**src/rtl/nonce_result_queue_if.sv**
```systemverilog
// rtl/nonce_result_queue_if.sv - hit input and frame output bundle for nonce_result_queue
interface nonce_result_queue_if #(
    parameter int NUM_COPIES = 4
);
    logic [NUM_COPIES-1:0]    hit_valid;
    logic [32*NUM_COPIES-1:0] hit_nonce;
    logic                     flush;
    logic                     tx_ready;
    logic                     tx_req;
    logic [255:0]             tx_data;

    modport master (
        output hit_valid, hit_nonce, flush, tx_ready,
        input  tx_req, tx_data
    );

    modport slave (
        input  hit_valid, hit_nonce, flush, tx_ready,
        output tx_req, tx_data
    );
endinterface

```
**src/rtl/nonce_result_queue.sv**
```systemverilog
// rtl/nonce_result_queue.sv - per-lane hit capture, result FIFO and UART frame issue
// Optional macro RESULT_DEDUP_EN: drop results repeating the last nonce pushed.
module nonce_result_queue #(
    parameter int          NUM_COPIES = 4,
    parameter int          DEPTH      = 8,
    parameter logic [63:0] FRAME_TAIL = 64'hdead432987beefaa
) (
    input  logic                   clk,
    input  logic                   rst_n,
    nonce_result_queue_if.slave    bus,
    output logic [$clog2(DEPTH):0] fifo_count,
    output logic [15:0]            drop_count
);
    localparam int AW = $clog2(DEPTH);

    typedef enum logic {IDLE, HOLD} tx_state_t;

    logic [NUM_COPIES-1:0] pending;
    logic [31:0]           lane_nonce [NUM_COPIES];
    logic [34:0]           mem [DEPTH];
    logic [AW-1:0]         wr_ptr;
    logic [AW-1:0]         rd_ptr;
    logic [7:0]            seq;
    tx_state_t             state;
    tx_state_t             state_nxt;

    logic                  any_pending;
    logic [2:0]            sel_lane;
    logic [31:0]           sel_nonce;
    logic                  fifo_full;
    logic                  push_fire;
    logic                  push_write;
    logic                  dup;
    logic                  issue;
    logic [NUM_COPIES-1:0] clr_mask;
    logic [NUM_COPIES-1:0] drop_mask;
    logic [3:0]            drop_sum;
    logic [16:0]           drop_next;
    logic [2:0]            head_lane;
    logic [31:0]           head_nonce;

    // Scan high to low so the lowest-index pending lane wins.
    always_comb begin
        any_pending = 1'b0;
        sel_lane    = '0;
        sel_nonce   = '0;
        for (int i = NUM_COPIES - 1; i >= 0; i--) begin
            if (pending[i]) begin
                any_pending = 1'b1;
                sel_lane    = 3'(i);
                sel_nonce   = lane_nonce[i];
            end
        end
    end

    assign fifo_full  = (fifo_count == (AW + 1)'(DEPTH));
    assign push_fire  = any_pending && !fifo_full && !bus.flush;
    assign push_write = push_fire && !dup;

`ifdef RESULT_DEDUP_EN
    logic        last_valid;
    logic [31:0] last_nonce;

    assign dup = last_valid && (last_nonce == sel_nonce);

    always_ff @(posedge clk or negedge rst_n) begin
        if (!rst_n) begin
            last_valid <= 1'b0;
            last_nonce <= '0;
        end else if (bus.flush) begin
            last_valid <= 1'b0;
        end else if (push_write) begin
            last_valid <= 1'b1;
            last_nonce <= sel_nonce;
        end
    end
`else
    assign dup = 1'b0;
`endif

    // A lane being emptied this cycle may take a new hit without counting a drop.
    always_comb begin
        clr_mask  = '0;
        drop_mask = '0;
        drop_sum  = '0;
        for (int i = 0; i < NUM_COPIES; i++) begin
            clr_mask[i]  = push_fire && (sel_lane == 3'(i));
            drop_mask[i] = bus.hit_valid[i] && pending[i] && !clr_mask[i] && !bus.flush;
            drop_sum     = drop_sum + 4'(drop_mask[i]);
        end
        drop_next = {1'b0, drop_count} + 17'(drop_sum);
    end

    always_ff @(posedge clk or negedge rst_n) begin
        if (!rst_n) begin
            pending <= '0;
            for (int i = 0; i < NUM_COPIES; i++) lane_nonce[i] <= '0;
        end else if (bus.flush) begin
            pending <= '0;
        end else begin
            for (int i = 0; i < NUM_COPIES; i++) begin
                if (bus.hit_valid[i] && (!pending[i] || clr_mask[i])) begin
                    pending[i]    <= 1'b1;
                    lane_nonce[i] <= bus.hit_nonce[32*i +: 32];
                end else if (clr_mask[i]) begin
                    pending[i] <= 1'b0;
                end
            end
        end
    end

    always_ff @(posedge clk or negedge rst_n) begin
        if (!rst_n) begin
            drop_count <= '0;
        end else if (drop_next[16]) begin
            drop_count <= 16'hffff;
        end else begin
            drop_count <= drop_next[15:0];
        end
    end

    always_ff @(posedge clk) begin
        if (push_write) mem[wr_ptr] <= {sel_lane, sel_nonce};
    end

    always_ff @(posedge clk or negedge rst_n) begin
        if (!rst_n) begin
            wr_ptr     <= '0;
            rd_ptr     <= '0;
            fifo_count <= '0;
        end else if (bus.flush) begin
            wr_ptr     <= '0;
            rd_ptr     <= '0;
            fifo_count <= '0;
        end else begin
            if (push_write) wr_ptr <= wr_ptr + 1'b1;
            if (issue)      rd_ptr <= rd_ptr + 1'b1;
            case ({push_write, issue})
                2'b10:   fifo_count <= fifo_count + 1'b1;
                2'b01:   fifo_count <= fifo_count - 1'b1;
                default: fifo_count <= fifo_count;
            endcase
        end
    end

    always_ff @(posedge clk or negedge rst_n) begin
        if (!rst_n) state <= IDLE;
        else        state <= state_nxt;
    end

    // Issue is held off during flush so the discarded head never reaches tx_data.
    always_comb begin
        state_nxt = state;
        issue     = 1'b0;
        case (state)
            IDLE: begin
                if ((fifo_count != '0) && bus.tx_ready && !bus.flush) begin
                    issue     = 1'b1;
                    state_nxt = HOLD;
                end
            end
            HOLD: begin
                if (!bus.tx_ready) state_nxt = IDLE;
            end
            default: state_nxt = IDLE;
        endcase
    end

    assign head_lane  = mem[rd_ptr][34:32];
    assign head_nonce = mem[rd_ptr][31:0];

    always_ff @(posedge clk or negedge rst_n) begin
        if (!rst_n) begin
            bus.tx_req  <= 1'b0;
            bus.tx_data <= '0;
            seq         <= '0;
        end else begin
            bus.tx_req <= issue;
            if (issue) begin
                bus.tx_data <= {FRAME_TAIL, 128'd0, seq, 5'd0, head_lane,
                                8'haa, head_nonce, 8'haa};
                seq         <= seq + 1'b1;
            end
        end
    end
endmodule

```
**src/flat_wrapper.sv**
```systemverilog
// flat-port wrapper written by rule: the top's interface ports become plain ports
module nonce_result_queue_flat 
#(
    parameter int          NUM_COPIES = 4,
    parameter int          DEPTH      = 8,
    parameter logic [63:0] FRAME_TAIL = 64'hdead432987beefaa
)
  (clk, rst_n, fifo_count, drop_count, bus_hit_valid, bus_hit_nonce, bus_flush, bus_tx_ready, bus_tx_req, bus_tx_data);
  nonce_result_queue_if #(.NUM_COPIES(NUM_COPIES)) bus_i ();
  input  logic clk;
  input  logic rst_n;
  output logic [$clog2(DEPTH):0] fifo_count;
  output logic [15:0] drop_count;
  input wire logic [$bits(bus_i.hit_valid)-1:0] bus_hit_valid;
  input wire logic [$bits(bus_i.hit_nonce)-1:0] bus_hit_nonce;
  input wire logic [$bits(bus_i.flush)-1:0] bus_flush;
  input wire logic [$bits(bus_i.tx_ready)-1:0] bus_tx_ready;
  output wire logic [$bits(bus_i.tx_req)-1:0] bus_tx_req;
  output wire logic [$bits(bus_i.tx_data)-1:0] bus_tx_data;
  assign bus_i.hit_valid = bus_hit_valid;
  assign bus_i.hit_nonce = bus_hit_nonce;
  assign bus_i.flush = bus_flush;
  assign bus_i.tx_ready = bus_tx_ready;
  assign bus_tx_req = bus_i.tx_req;
  assign bus_tx_data = bus_i.tx_data;
  nonce_result_queue #(.NUM_COPIES(NUM_COPIES), .DEPTH(DEPTH), .FRAME_TAIL(FRAME_TAIL)) u_core (.clk(clk), .rst_n(rst_n), .bus(bus_i), .fifo_count(fifo_count), .drop_count(drop_count));
endmodule
```
**config.mk**
```make
export PLATFORM = sky130hd
export DESIGN_NAME = nonce_result_queue_flat
export DESIGN_NICKNAME = d
export VERILOG_FILES = /design/src/rtl/nonce_result_queue_if.sv /design/src/rtl/nonce_result_queue.sv /design/src/flat_wrapper.sv
export SDC_FILE = /design/constraint.sdc
export NUM_CORES = 1
export LEC_CHECK = 0
export CORE_MARGIN = 2
export CORE_UTILIZATION = 50
export CTS_BUF_LIST = sky130_fd_sc_hd__clkbuf_4
export CTS_CLUSTER_SIZE = 20
export DETAILED_ROUTE_END_ITERATION = 16
export PLACE_DENSITY = 0.78
export SKIP_CTS_REPAIR_TIMING = 1
export SYNTH_ARGS = -nofsm -noshare
export SYNTH_HDL_FRONTEND = slang
export SYNTH_SLANG_ARGS = --single-unit
```
**constraint.sdc**
```tcl
create_clock -name clk -period 6.4 [get_ports clk]
set_clock_uncertainty 0.05 [all_clocks]
set_input_delay 1.28 -clock clk [delete_from_list [all_inputs] [get_ports clk]]
set_output_delay 1.28 -clock clk [all_outputs]
set_load 0.05 [all_outputs]
```
# Yosys cells after proc, flatten, opt, wreduce, memory -nomap -nowiden
# Memories as Yosys holds them, arrays and structs flattened. A register that Yosys moved wholly into a read port is not among the register bits.
# Cells that the tools add are included.
[op_classes] shifts=0 n_lt_le_gt_ge=0 div=0 eq_ne=6 multipliers=0 bitwise=2 addsub=9 n_reduce_logical=52 muxes=34
[op_table] op="2-to-1 mux 32 bit" count=4
[op_table] op="logical AND 1 bit" count=24
[op_table] op="2-to-1 mux 3 bit" count=7
[op_table] op="adder 16 x 4 -> 17 bit" count=1
[op_table] op="2-to-1 mux 1 bit" count=17
[op_table] op="2-to-1 mux 16 bit" count=1
[op_table] op="nonzero test 3 bit" count=5
[op_table] op="zero test 1 bit" count=11
[op_table] op="adder 4 x 1 -> 4 bit" count=2
[op_table] op="adder 8 x 1 -> 8 bit (second input constant)" count=1
[op_table] op="2-to-1 mux 4 bit" count=2
[op_table] op="one-hot mux 4 bit (2 select lines)" count=1
[op_table] op="AND reduction 2 bit" count=4
[op_table] op="adder 3 x 1 -> 3 bit (second input constant)" count=2
[op_table] op="equality test 3 x 2 -> 1 bit (second input constant)" count=2
[op_table] op="adder 4 x 1 -> 4 bit (second input constant)" count=1
[op_table] op="equality test 4 bit (second input constant)" count=1
[op_table] op="logical OR 1 bit" count=4
[op_table] op="nonzero test 2 bit" count=2
[op_table] op="nonzero test 4 bit" count=1
[op_table] op="subtractor 4 x 1 -> 4 bit (second input constant)" count=1
[op_table] op="equality test 3 x 1 -> 1 bit (second input constant)" count=1
[op_table] op="zero test 3 bit" count=1
[op_table] op="adder 1 x 1 -> 2 bit" count=1
[op_table] op="other kinds (5)" count=6
[word_totals] n_memories=1 ramBits=280 latchBits=0 rom_bits=0 register_bits=220 wordCells=120 out_inout_bits=277
[mem_list] memory="u_core.mem" depth=8 word_bits=35 rd=1 rd_clocked_by_memory_dff=1 wr=1 line="nonce_result_queue.sv:20" text="logic [34:0] mem [DEPTH];"

# Depth between registers and ports, before layout
# Gate-level depths: netlist of run 1.
[logic_depth] word_depth=15 ltp_mapped=15 ltp_nobuf=13

# Least setup slack after synthesis of run 1
# OpenSTA, ideal clock, no wires.
[synth_timing] path_kind="input -> register" from="in bus_flush" to="mem u_core.mem[1][0] (enable)" required_time_ns=5.840 slack_ns=1.159 n_path_buf=0 cell_stages=2 setup_time_ns=0.510 arrival_ns=4.681 path_cell_list="nand2b_1 nor4_1"
[synth_between] elab_chain_len=4
[synth_lines] element="start: declaration" line="flat_wrapper.sv:16" text="input wire logic [$bits(bus_i.flush)-1:0] bus_flush;"
[synth_lines] element="zero test 1 bit" line="nonce_result_queue.sv:57" text="assign push_fire = any_pending && !fifo_full && !bus.flush;"
[synth_lines] element="logical AND 1 bit" line="nonce_result_queue.sv:57"
[synth_lines] element="2-to-1 mux 1 bit" line="nonce_result_queue.sv:123" text="if (push_write) mem[wr_ptr] <= {sel_lane, sel_nonce};"
[synth_lines] element="2-to-1 mux 1 bit (implied by the code)" line="nonce_result_queue.sv:123"
[synth_lines] element="end: declaration" line="nonce_result_queue.sv:20"
# Every way passes these cells.

# Final worst setup path of run 1
[layout_timing] from="in bus_flush" to="reg u_core.drop_count[2]"
[layout_between] elab_chain_len=11 word_cells_on_any_way=23
[layout_lines] element="zero test 1 bit (*)" line="nonce_result_queue.sv:57, nonce_result_queue.sv:88"
[layout_lines] element="logical AND 1 bit" line="nonce_result_queue.sv:57"
[layout_lines] element="logical AND 1 bit" line="nonce_result_queue.sv:87" text="clr_mask[i] = push_fire && (sel_lane == 3'(i));"
[layout_lines] element="zero test 1 bit" line="nonce_result_queue.sv:88" text="drop_mask[i] = bus.hit_valid[i] && pending[i] && !clr_mask[i] && !bus.flush;"
[layout_lines] element="logical AND 1 bit (2 in a row)" line="nonce_result_queue.sv:88"
[layout_lines] element="adder 1 x 1 -> 2 bit" line="nonce_result_queue.sv:89" text="drop_sum = drop_sum + 4'(drop_mask[i]);"
[layout_lines] element="adder 4 x 1 -> 4 bit" line="nonce_result_queue.sv:89"
[layout_lines] element="adder 4 x 1 -> 4 bit (*)" line="nonce_result_queue.sv:89"
[layout_lines] element="adder 16 x 4 -> 17 bit (*)" line="nonce_result_queue.sv:91" text="drop_next = {1'b0, drop_count} + 17'(drop_sum);"
[layout_lines] element="2-to-1 mux 16 bit (*)" line="nonce_result_queue.sv:115" text="end else if (drop_next[16]) begin"
[layout_lines] element="end signal: assignment" line="nonce_result_queue.sv:118" text="drop_count <= drop_next[15:0];"
[layout_lines] element="end: declaration" line="nonce_result_queue.sv:12" text="output logic [15:0] drop_count"
# Every way passes the cells marked *; elsewhere a longest branch is shown, timed or not.
# A chain may end at the register's enable or synchronous reset.

==> results of run 1 <==
[state kept, by name (all words and copies together) (netlist names)]
signal              cells
u_core.bus.tx_req       1
u_core.wr_ptr           3
u_core.rd_ptr           3
u_core.fifo_count       4
u_core.lane_nonce     128
u_core.state            1
u_core.drop_count      16
u_core.bus.tx_data     43
u_core.seq              8
u_core.mem            272
u_core.pending          4
[placed cells by master (no fill, tap or decap), types with 4 or more instances in the layout]
| master | count |
|---|---|
| nand2b_1 | 7 |
| ha_1 | 10 |
| inv_1 | 10 |
| nand3_1 | 8 |
| clkbuf_4 | 170 |
| a21oi_1 | 46 |
| nor3_1 | 6 |
| mux2i_1 | 34 |
| dfrtp_1 | 206 |
| o21ai_0 | 74 |
| nor2_1 | 48 |
| a22oi_1 | 33 |
| mux2_1 | 22 |
| dfrtp_2 | 4 |
| xnor2_1 | 16 |
| nor3_2 | 4 |
| buf_4 | 20 |
| nand3b_1 | 4 |
| nand2_1 | 124 |
| xor2_1 | 6 |
| edfxtp_1 | 272 |
| clkdlybuf4s50_1 | 243 |
| conb_1 | 168 |
| clkinv_1 | 36 |
| mux2_2 | 106 |
| mux4_2 | 68 |
[synth_stat cells, types with 3 or more instances]
cell type | n | share of area (%)
a21o_1 | 3 | 0.11
nand3_1 | 8 | 0.19
a21oi_1 | 47 | 1.1
nand3b_1 | 4 | 0.14
clkbuf_1 | 41 | 0.73
nor2b_1 | 4 | 0.12
nand4_1 | 3 | 0.089
buf_2 | 10 | 0.24
o21ai_0 | 74 | 1.8
dfrtp_1 | 211 | 25
mux2i_1 | 34 | 1.6
nor2_1 | 51 | 0.91
xor2_1 | 6 | 0.25
edfxtp_1 | 272 | 39
mux4_2 | 68 | 7.3
nand2b_1 | 7 | 0.21
ha_1 | 10 | 0.60
nor3_1 | 10 | 0.24
xnor2_1 | 16 | 0.67
nand2_1 | 124 | 2.2
inv_1 | 10 | 0.18
mux2_2 | 106 | 5.7
fa_1 | 3 | 0.29
mux2_1 | 22 | 1.2
a22oi_1 | 33 | 1.2
buf_1 | 9 | 0.16
buf_4 | 222 | 7.9
[layer usage]
metal	global-route usage, %	vias up
met5	0	-
met4	6.576	0
met3	5.425	61
met2	30.93	427
met1	25.86	5926
li1	-	5445
[where the power goes]
| group | total [uW] | leakage [uW] | internal [uW] | switching, uW |
|---|---|---|---|---|
| Combinational | 2380 | 0.00353 | 877 | 1500 |
| Sequential | 4020 | 0.00507 | 3750 | 265 |
| Clock | 2450 | 0.000874 | 1260 | 1190 |
[per-stage QoR]
stage | setup WS, ns | power [uW] | util, % | hold WS (ns) | instance area (sq um)
after detailed placement | 0.9312 | 6487 | 55.38 | 0.4153 | 23070
after CTS | 1.789 | 8947 | 58.96 | 0.3477 | 24560
after global placement | 1.152 | 6407 | 55.38 | 0.4112 | 23070
after global routing | 1.417 | 9286 | 58.96 | 0.3830 | 24570
final | 1.733 | 8845 | 58.96 | 0.4138 | 24570
after floorplan | 1.159 | 5839 | - | 0.3953 | 21630
[worst paths after layout]
check                                startpoint  depth (start not counted)                      to  slack (ns)
max in group asynchronous                 rst_n                          2  u_core.lane_nonce[106]        4.75
min reg2reg                       u_core.seq[7]                          1           u_core.seq[7]        0.42
max reg2reg                u_core.fifo_count[1]                         13    u_core.drop_count[2]        1.80
max                                   bus_flush                         14    u_core.drop_count[2]        1.73
min                                       rst_n                          1   u_core.drop_count[15]        0.41
min in group clk                  u_core.seq[7]                          1           u_core.seq[7]        0.42
[layout make-up]
class	count	area share, %
tap	539	2.745
clock inverter	43	0.8658
antenna	1	0.01019
sequential	483	54.78
inverter	11	0.1681
timing repair buffer	265	10.65
multi-input combinational	824	25.58
clock buffer	170	5.195
[cell families (layout without fill, tap and decap cells)]
kind of cell	Yosys count	count (layout)	share of synthesized area [%]
AOI/OAI and AO/OA	164	164	4.414
xor gates and xnor gates	22	22	0.9174
adders and majority gates	13	13	0.8816
buffers and inverters	293	489	9.263
DFF	483	483	64.03
muxes	230	230	15.77
other	1	169	0.01785
and+or+nand+nor	227	227	4.706
[critical path, cell delays in order]
cell             delay, ns
clkdlybuf4s50_1       0.59
buf_4                 0.27
nand2b_1              0.20
nor2_1                0.07
ha_1                  0.31
fa_1                  0.40
ha_1                  0.30
inv_1                 0.06
fa_1                  0.40
nor2b_1               0.19
o21ba_2               0.20
nor2b_1               0.33
nand3_1               0.48
o21ai_0               0.22
==> qor.yml, run 1 <==
die_height_microns: 209.0
endpoint_kind: "flop"
insertion_delay_ns: 0.81
via_per_inst: 5.077
worst_slew_pin_slew_ns: 1.165
yosysWarnings: 0
die_w_microns: 209.0
avgSynthCellArea_sq_um: 14.66
wl_met1_microns: 18210
rsz0062_at_grt: "no"
cp-start-kind: "input port"
cap_viol_max_count: 0
grt_max_degree: 140
overflow: 0
multi_input_area_sq_um: 6285
path_class: "input port to flop"
firstDrtPassIters: 5
antenna_found_initial: 1
wl_per_cell_microns: 18.17
area_growth_pct: 16.96
synth_edf_count: 272
dr_wl_met3_microns: 2986
numCtsBuffers: 114
setup_viol_count_final: 0
tritoncts: "built"
fin_crit_sh_pct: 72.93
synth.distinct_cells: 45
cts_root_buf: "clkbuf_4"
grt_usage_pct: 19.40
slew_violations: 0
nets: 1848
finalHoldViolCount: 0
fill_cells: 3242
route.detailed.drc: 0
wl_met2_microns: 20530
cp_max_fo: 20
hp-class: "input port to async pin"
dp.cells: 2122
cts.path.max_buffers: 3
min_period_ns: 4.667
power.leakage_uw: 0.009473
hpwl_microns: 26750
ys_seq_area_share_pct: 64.03
register_area_sq_um: 13460
synthArstFlopShare_pct: 43.69
clkTransAtPathRegs_ns: 0.06
peakVddDrop_mv: 0.1662
core_region_area_sq_um: 41670
synth_ff_type: "edfxtp_1"
vias: 11860
grt_pass1_wl_microns: 65560
gp_congestion: 0.7749
layout-drive-gt1-share_pct: 21.83
drt_iter0_drc: 718
dieArea_sq_um: 43660
wirelength_microns: 42460
fin_cells: 2336
antenna_left: 0
status: "finished, final reports clean"
ios: 413
start_util_pct: 50.41
cts.sinks: 483
cp_data_required_time_ns: 7.03
io_buffers: 244
cts_max_level: 3
row_count: 75
highest_layer: "met4"
p_per_area_nw_per_um2: 360.1
synthesis.area_sq_um: 21000
arrival_ns: 5.30
fmax_mhz: 214.3
tns_ns: 0
ys_ff_latch: 483
relSlewSlack_pct: 21.52
grt_pass1_vias: 11950
syn_inst: 1433
Power figures use the tool's default switching activity.
==> run 2, diff against run 1 <==
--- a/config.mk
+++ b/config.mk
@@ -6,11 +6,11 @@
 export NUM_CORES = 1
 export LEC_CHECK = 0
 export CORE_MARGIN = 2
-export CORE_UTILIZATION = 50
+export CORE_UTILIZATION = 49
 export CTS_BUF_LIST = sky130_fd_sc_hd__clkbuf_4
 export CTS_CLUSTER_SIZE = 20
 export DETAILED_ROUTE_END_ITERATION = 16
-export PLACE_DENSITY = 0.78
+export PLACE_DENSITY = 0.79
 export SKIP_CTS_REPAIR_TIMING = 1
 export SYNTH_ARGS = -nofsm -noshare
 export SYNTH_HDL_FRONTEND = slang
==> constraint.sdc (replaced) <==
create_clock -name clk -period 4 [get_ports clk]
set_clock_uncertainty 0.05 [all_clocks]
set_input_delay 0.8 -clock clk [delete_from_list [all_inputs] [get_ports clk]]
set_output_delay 0.8 -clock clk [all_outputs]
set_load 0.05 [all_outputs]
==> run 2 against run 1 <==
Total power increased by 60%. Clock-buffer cell count decreased by 2. Largest power group unchanged. Design area increased by 0.58%. Highest routed layer unchanged. Sequential share of layout area decreased by 0.31 points.
==> qor.yml, run 2 (same netlist as run 1, synthesis figures left out) <==
grt_usage_pct: 19.43  # +0.036 points
route.detailed.drc: 0  # unchanged
wl_met2_microns: 21300  # +3.7%
row_count: 75  # unchanged
hpwl_microns: 27950  # +4.5%
fin_crit_sh_pct: 90.90
cts_max_level: 3  # unchanged
cts.sinks: 483  # unchanged
via_per_inst: 5.084  # +0.15%
highest_layer: "met4"
rr_worst_depth: 14  # +1
overflow: 0  # unchanged
layout-drive-gt1-share_pct: 22.38  # +0.56 points
endpoint: "u_core.drop_count[5]"
drt_iter0_drc: 767  # +6.8%
insertion_delay_ns: 0.76  # -0.05 ns
relSlewSlack_pct: 18.56  # -3.0 points
wirelength_microns: 43280  # +2.0%
die_height_microns: 211.0  # +1.0%
rsz0062_at_grt: "no"
r2r_slack_ns: 0.36  # -1.44 ns
antenna_left: 0  # unchanged
final_cell_mix: "edfxtp_1, clkdlybuf4s50_1, dfrtp_1"
layout_commonest_cell: "edfxtp_1"
core_region_area_sq_um: 42130  # +1.1%
min_period_ns: 3.636
numCtsBuffers: 112  # -1.8%
power.leakage_uw: 0.009534  # +0.64%
largest_reg_flops: 272  # unchanged
ios: 413  # unchanged
path_class: "flop to flop"
totalPowerFinal_uw: 14170  # +60%
cap_viol_max_count: 0  # unchanged
regMostFlops: "u_core.mem"
r2r-end: "u_core.drop_count[5]"
dieArea_sq_um: 44540  # +2.0%
cp-start-kind: "flop"
wl_met1_microns: 18250  # +0.25%
antenna_found_initial: 3  # +2
start_util_pct: 49.85  # -0.56 points
die_w_microns: 211.0  # +1.0%
vias: 11940  # +0.67%
hold_slack_ns: 0.1183  # -0.2955 ns
status: "finished, final reports clean"
grt_pass1_wl_microns: 66870  # +2.0%
slew_violations: 0  # unchanged
r2r-start: "u_core.fifo_count[1]"
dr_wl_met3_microns: 3138  # +5.1%
grt_max_degree: 131  # -6.4%
hp-class: "input port to async pin"
cp_max_fo: 6  # -70%
gp_congestion: 0.7933  # +2.4%
peakVddDrop_mv: 0.2983  # +80%
wl_per_cell_microns: 18.43  # +1.4%
cts.path.max_buffers: 3  # unchanged
firstDrtPassIters: 6  # +1
fill_cells: 3238  # -0.12%
grt_pass1_vias: 12270  # +2.7%
fmax_mhz: 275.0
cts_root_buf: "clkbuf_4"
finalHoldViolCount: 0  # unchanged
clkTransAtPathRegs_ns: 0.07  # about the same
arrival_ns: 4.24  # -1.06 ns
largest_registers: "u_core.mem (272), u_core.lane_nonce (128), u_core.bus.tx_data (43)"
p_per_area_nw_per_um2: 573.5  # +59%
nets: 1858  # +0.54%
setup_viol_count_final: 0  # unchanged
cp_data_required_time_ns: 4.60  # -2.43 ns
io_buffers: 244  # unchanged
area_growth_pct: 17.63
endpoint_kind: "flop"
tritoncts: "built"
worst_slew_pin_slew_ns: 1.209  # +0.04389 ns
startpoint: "u_core.fifo_count[1]"
run 2: cell count changes in the layout (fill, tap and decap cells not counted), sizes merged:
cell / delta
buf: +12
inv: +1
diode: +3
clkinv: -2
clkbuf: -2
run 2: report_power, final:
part           leakage (uW)  switching (uW)  internal, uW
combinational       0.00360            2420          1430
clock              0.000866            1890          2000
sequential          0.00507             425          6000
run 2: worst max-delay path: stages (launching register included):
cell	delay, ns
dfrtp_1	0.47
nor4b_4	0.31
o21ai_0	0.17
nor3_1	0.17
ha_1	0.28
fa_1	0.40
ha_1	0.32
inv_1	0.07
fa_1	0.40
nor2b_1	0.20
o21ba_2	0.16
nor2b_1	0.17
nand3_1	0.11
buf_4	0.17
o21ai_0	0.08
run 2: worst min-delay path by stage:
stage | slack, ns | depth (start not counted) | startpoint | to
5_1_grt | 0.17 | 1 | rst_n | u_core.drop_count[14]
6_report | 0.12 | 1 | rst_n | u_core.drop_count[12]
2_1_floorplan | 0.40 | 1 | u_core.seq[7] | u_core.seq[7]
3_5_place_dp | 0.41 | 2 | u_core.bus.tx_data[63] | u_core.bus.tx_data[63]
4_1_cts | 0.13 | 1 | rst_n | u_core.bus.tx_data[29]
3_3_place_gp | 0.41 | 2 | u_core.bus.tx_data[63] | u_core.bus.tx_data[63]
run 2: area by class of cell:
class	instances	area, sq um	share of cell area (%)
diodes	4	10.01	0.04051
inverters	11	41.29	0.1671
flip-flops and latches	483	13460	54.47
multi-input cells	824	6309	25.53
clock inverters	42	209.0	0.8457
clock buffers	168	1261	5.105
repair buffers	277	2745	11.11
well taps	539	674.4	2.730
run 2: per-stage QoR:
step	setup WS (ns)	std cells	instance area [sq um]	util [%]	setup TNS, ns
finish	0.3640	2348	24710	58.64	0
global route	0.05348	2348	24710	58.64	0
CTS	0.3305	2344	24700	58.62	0
detailed placement	-0.06907	2134	23230	55.13	-0.4101
global placement	0.08490	2134	23230	55.13	0
floorplan	-0.04808	1600	21650	-	-3.274
run 2: layer usage:
| layer | vias up | global-route usage, % |
|---|---|---|
| met5 | - | 0 |
| met4 | 0 | 5.391 |
| met3 | 51 | 5.233 |
| met2 | 450 | 31.61 |
| met1 | 5972 | 25.93 |
| li1 | 5465 | - |
==> run 3, diff against run 2 <==
--- a/config.mk
+++ b/config.mk
@@ -5,13 +5,15 @@
 export SDC_FILE = /design/constraint.sdc
 export NUM_CORES = 1
 export LEC_CHECK = 0
+export CAP_MARGIN = 30
 export CORE_MARGIN = 2
-export CORE_UTILIZATION = 49
+export CORE_UTILIZATION = 50
 export CTS_BUF_LIST = sky130_fd_sc_hd__clkbuf_4
 export CTS_CLUSTER_SIZE = 20
 export DETAILED_ROUTE_END_ITERATION = 16
-export PLACE_DENSITY = 0.79
+export PLACE_DENSITY = 0.78
 export SKIP_CTS_REPAIR_TIMING = 1
 export SYNTH_ARGS = -nofsm -noshare
 export SYNTH_HDL_FRONTEND = slang
 export SYNTH_SLANG_ARGS = --single-unit
+export TNS_END_PERCENT = 100
==> constraint.sdc (replaced) <==
create_clock -name clk -period 4.4 [get_ports clk]
set_clock_uncertainty 0.05 [all_clocks]
set_input_delay 0.88 -clock clk [delete_from_list [all_inputs] [get_ports clk]]
set_output_delay 0.88 -clock clk [all_outputs]
set_load 0.05 [all_outputs]
==> run 3 against run 2 <==
Utilization up 0.71 points. Design area about the same. Worst setup slack worse by 0.00087 ns. Clock power down 11%. Via count down 1.1%. Hold slack worse by 0.041 ns. First-iteration DRC count down 21%. Final cell count about the same. Die area down 2.0%. Critical path type unchanged. Critical endpoint is now u_core.drop_count[2]. Largest cell class unchanged. Highest routed layer is now met5.
==> qor.yml, run 3 (same netlist as run 1, synthesis figures left out) <==
hold_slack_ns: 0.07710  # -0.04123 ns
layout-drive-gt1-share_pct: 22.55  # +0.17 points
regMostFlops: "u_core.mem"
worst_slew_pin_slew_ns: 1.069  # -0.1401 ns
critPathMaxStageDelay_ns: 0.45  # -0.02 ns
row_count: 75  # unchanged
firstDrtPassIters: 5  # -1
largest_reg_flops: 272  # unchanged
wirelength_microns: 42010  # -2.9%
ios: 413  # unchanged
status: "finished, final reports clean"
tns_ns: 0  # unchanged
fmax_mhz: 247.7  # -9.9%
drt_iter0_drc: 607  # -21%
arrival_ns: 4.65  # +0.41 ns
final_cell_mix: "edfxtp_1, clkdlybuf4s50_1, dfrtp_1"
fill_cells: 3275  # +1.1%
clkTransAtPathRegs_ns: 0.07  # about the same
overflow: 0  # unchanged
crit_slowest_cell: "dfrtp_1"
fin_crit_sh_pct: 91.75  # +0.85 points
nets: 1863  # +0.27%
io_buffers: 244  # unchanged
hpwl_microns: 27700  # -0.89%
grt_usage_pct: 19.02  # -0.41 points
grt_pass1_vias: 11860  # -3.3%
critical_path.cell_chain: "nor4b_2, buf_4, o21ai_0, nor3_1, ha_1, fa_1, ha_1, inv_1, fa_1, nor2b_1, o21ba_2, nor2b_1, nand3_1, o21ai_0"
power.leakage_uw: 0.009558  # +0.25%
start_util_pct: 50.41  # +0.56 points
via_per_inst: 5.022  # -1.2%
insertion_delay_ns: 0.79  # +0.03 ns
place_area_sq_um: 23230  # about the same
setup_viol_count_final: 0  # unchanged
route.detailed.drc: 0  # unchanged
p_per_area_nw_per_um2: 516.6  # -9.9%
gp_congestion: 0.7971  # +0.48%
fin_area_sq_um: 24730  # about the same
grt_pass1_wl_microns: 64810  # -3.1%
cp-start-kind: "flop"
vias: 11800  # -1.1%
cts.sinks: 483  # unchanged
cap_viol_max_count: 0  # unchanged
area_growth_pct: 17.73  # about the same
cp_max_fo: 14  # +8
antenna_left: 0  # unchanged
endpoint_kind: "flop"
antenna_found_initial: 3  # unchanged
wl_per_cell_microns: 17.88  # -3.0%
layout_commonest_cell: "edfxtp_1"
die_w_microns: 209.0  # -0.99%
hp-class: "input port to async pin"
numCtsBuffers: 111  # -0.89%
die_height_microns: 209.0  # -0.99%
largest_registers: "u_core.mem (272), u_core.lane_nonce (128), u_core.bus.tx_data (43)"
tritoncts: "built"
path_class: "flop to flop"
core_region_area_sq_um: 41670  # -1.1%
cts_max_level: 3  # unchanged
relSlewSlack_pct: 28.00  # +9.4 points
worst-path-buf-inv: 2  # unchanged
slew_violations: 0  # unchanged
cts.path.max_buffers: 3  # unchanged
grt_max_degree: 88  # -33%
peakVddDrop_mv: 0.2496  # -16%
min_period_ns: 4.037  # +0.4009 ns
rsz0062_at_grt: "no"
cts_root_buf: "clkbuf_4"
dieArea_sq_um: 43660  # -2.0%
crit_family: "adder cells"
cp_data_required_time_ns: 5.01  # +0.41 ns
finalHoldViolCount: 0  # unchanged
==> run 3: final timing paths <==
path | slack (ns) | from | cells past startpoint | end
setup / recovery | 0.36 | u_core.fifo_count[1] | 14 | u_core.drop_count[2]
hold / removal | 0.08 | rst_n | 1 | u_core.state
setup reg to reg | 0.36 | u_core.fifo_count[1] | 14 | u_core.drop_count[2]
hold reg to reg | 0.43 | u_core.bus.tx_data[48] | 2 | u_core.bus.tx_data[48]
max in group asynchronous | 3.31 | rst_n | 2 | u_core.bus.tx_data[19]
min in group clk | 0.43 | u_core.bus.tx_data[48] | 2 | u_core.bus.tx_data[48]
==> run 3: metal layers <==
layer	vias up	global-route usage, %	part of all wire [%]
li1	5483	-	-
met1	5845	25.40	42
met2	410	30.61	49
met3	62	4.899	7.2
met4	2	6.429	1.8
met5	-	0	0.031
==> run 3: per-stage QoR <==
| step | worst slack (ns) | util, % | cells | power, uW |
|---|---|---|---|---|
| after CTS | 0.3790 | 59.20 | 2343 | 12920 |
| after detailed placement | -0.06442 | 55.74 | 2135 | 9441 |
| after global placement | 0.03504 | 55.69 | 2131 | 9338 |
| final | 0.3632 | 59.35 | 2350 | 12780 |
| after global routing | 0.04734 | 59.35 | 2350 | 13420 |
| after floorplan | 0.1175 | - | 1600 | 8493 |
==> run 3: cell type report <==
class,instances,area [sq um],area share [%]
multi-input cells,824,6309,25.51
repair buffers,283,2803,11.33
clock inverters,46,224.0,0.9057
diodes,2,5.005,0.02024
well taps,539,674.4,2.727
flip-flops and latches,483,13460,54.42
inverters,11,41.29,0.1670
clock buffers,162,1216,4.918
==> run 3: worst reg2reg max path: stages, from the launching register on <==
cell     delay, ns
dfrtp_1       0.45
nor4b_2       0.31
buf_4         0.20
o21ai_0       0.13
nor3_1        0.17
ha_1          0.27
fa_1          0.39
ha_1          0.31
inv_1         0.06
fa_1          0.40
nor2b_1       0.18
o21ba_2       0.20
nor2b_1       0.20
nand3_1       0.41
o21ai_0       0.21
==> run 3: power by group <==
part	switching [uW]	internal, uW	leakage (uW)
clock network	1700	1760	0.000852
registers	415	5450	0.00507
logic	2140	1310	0.00363
total	4250	8530	0.00956
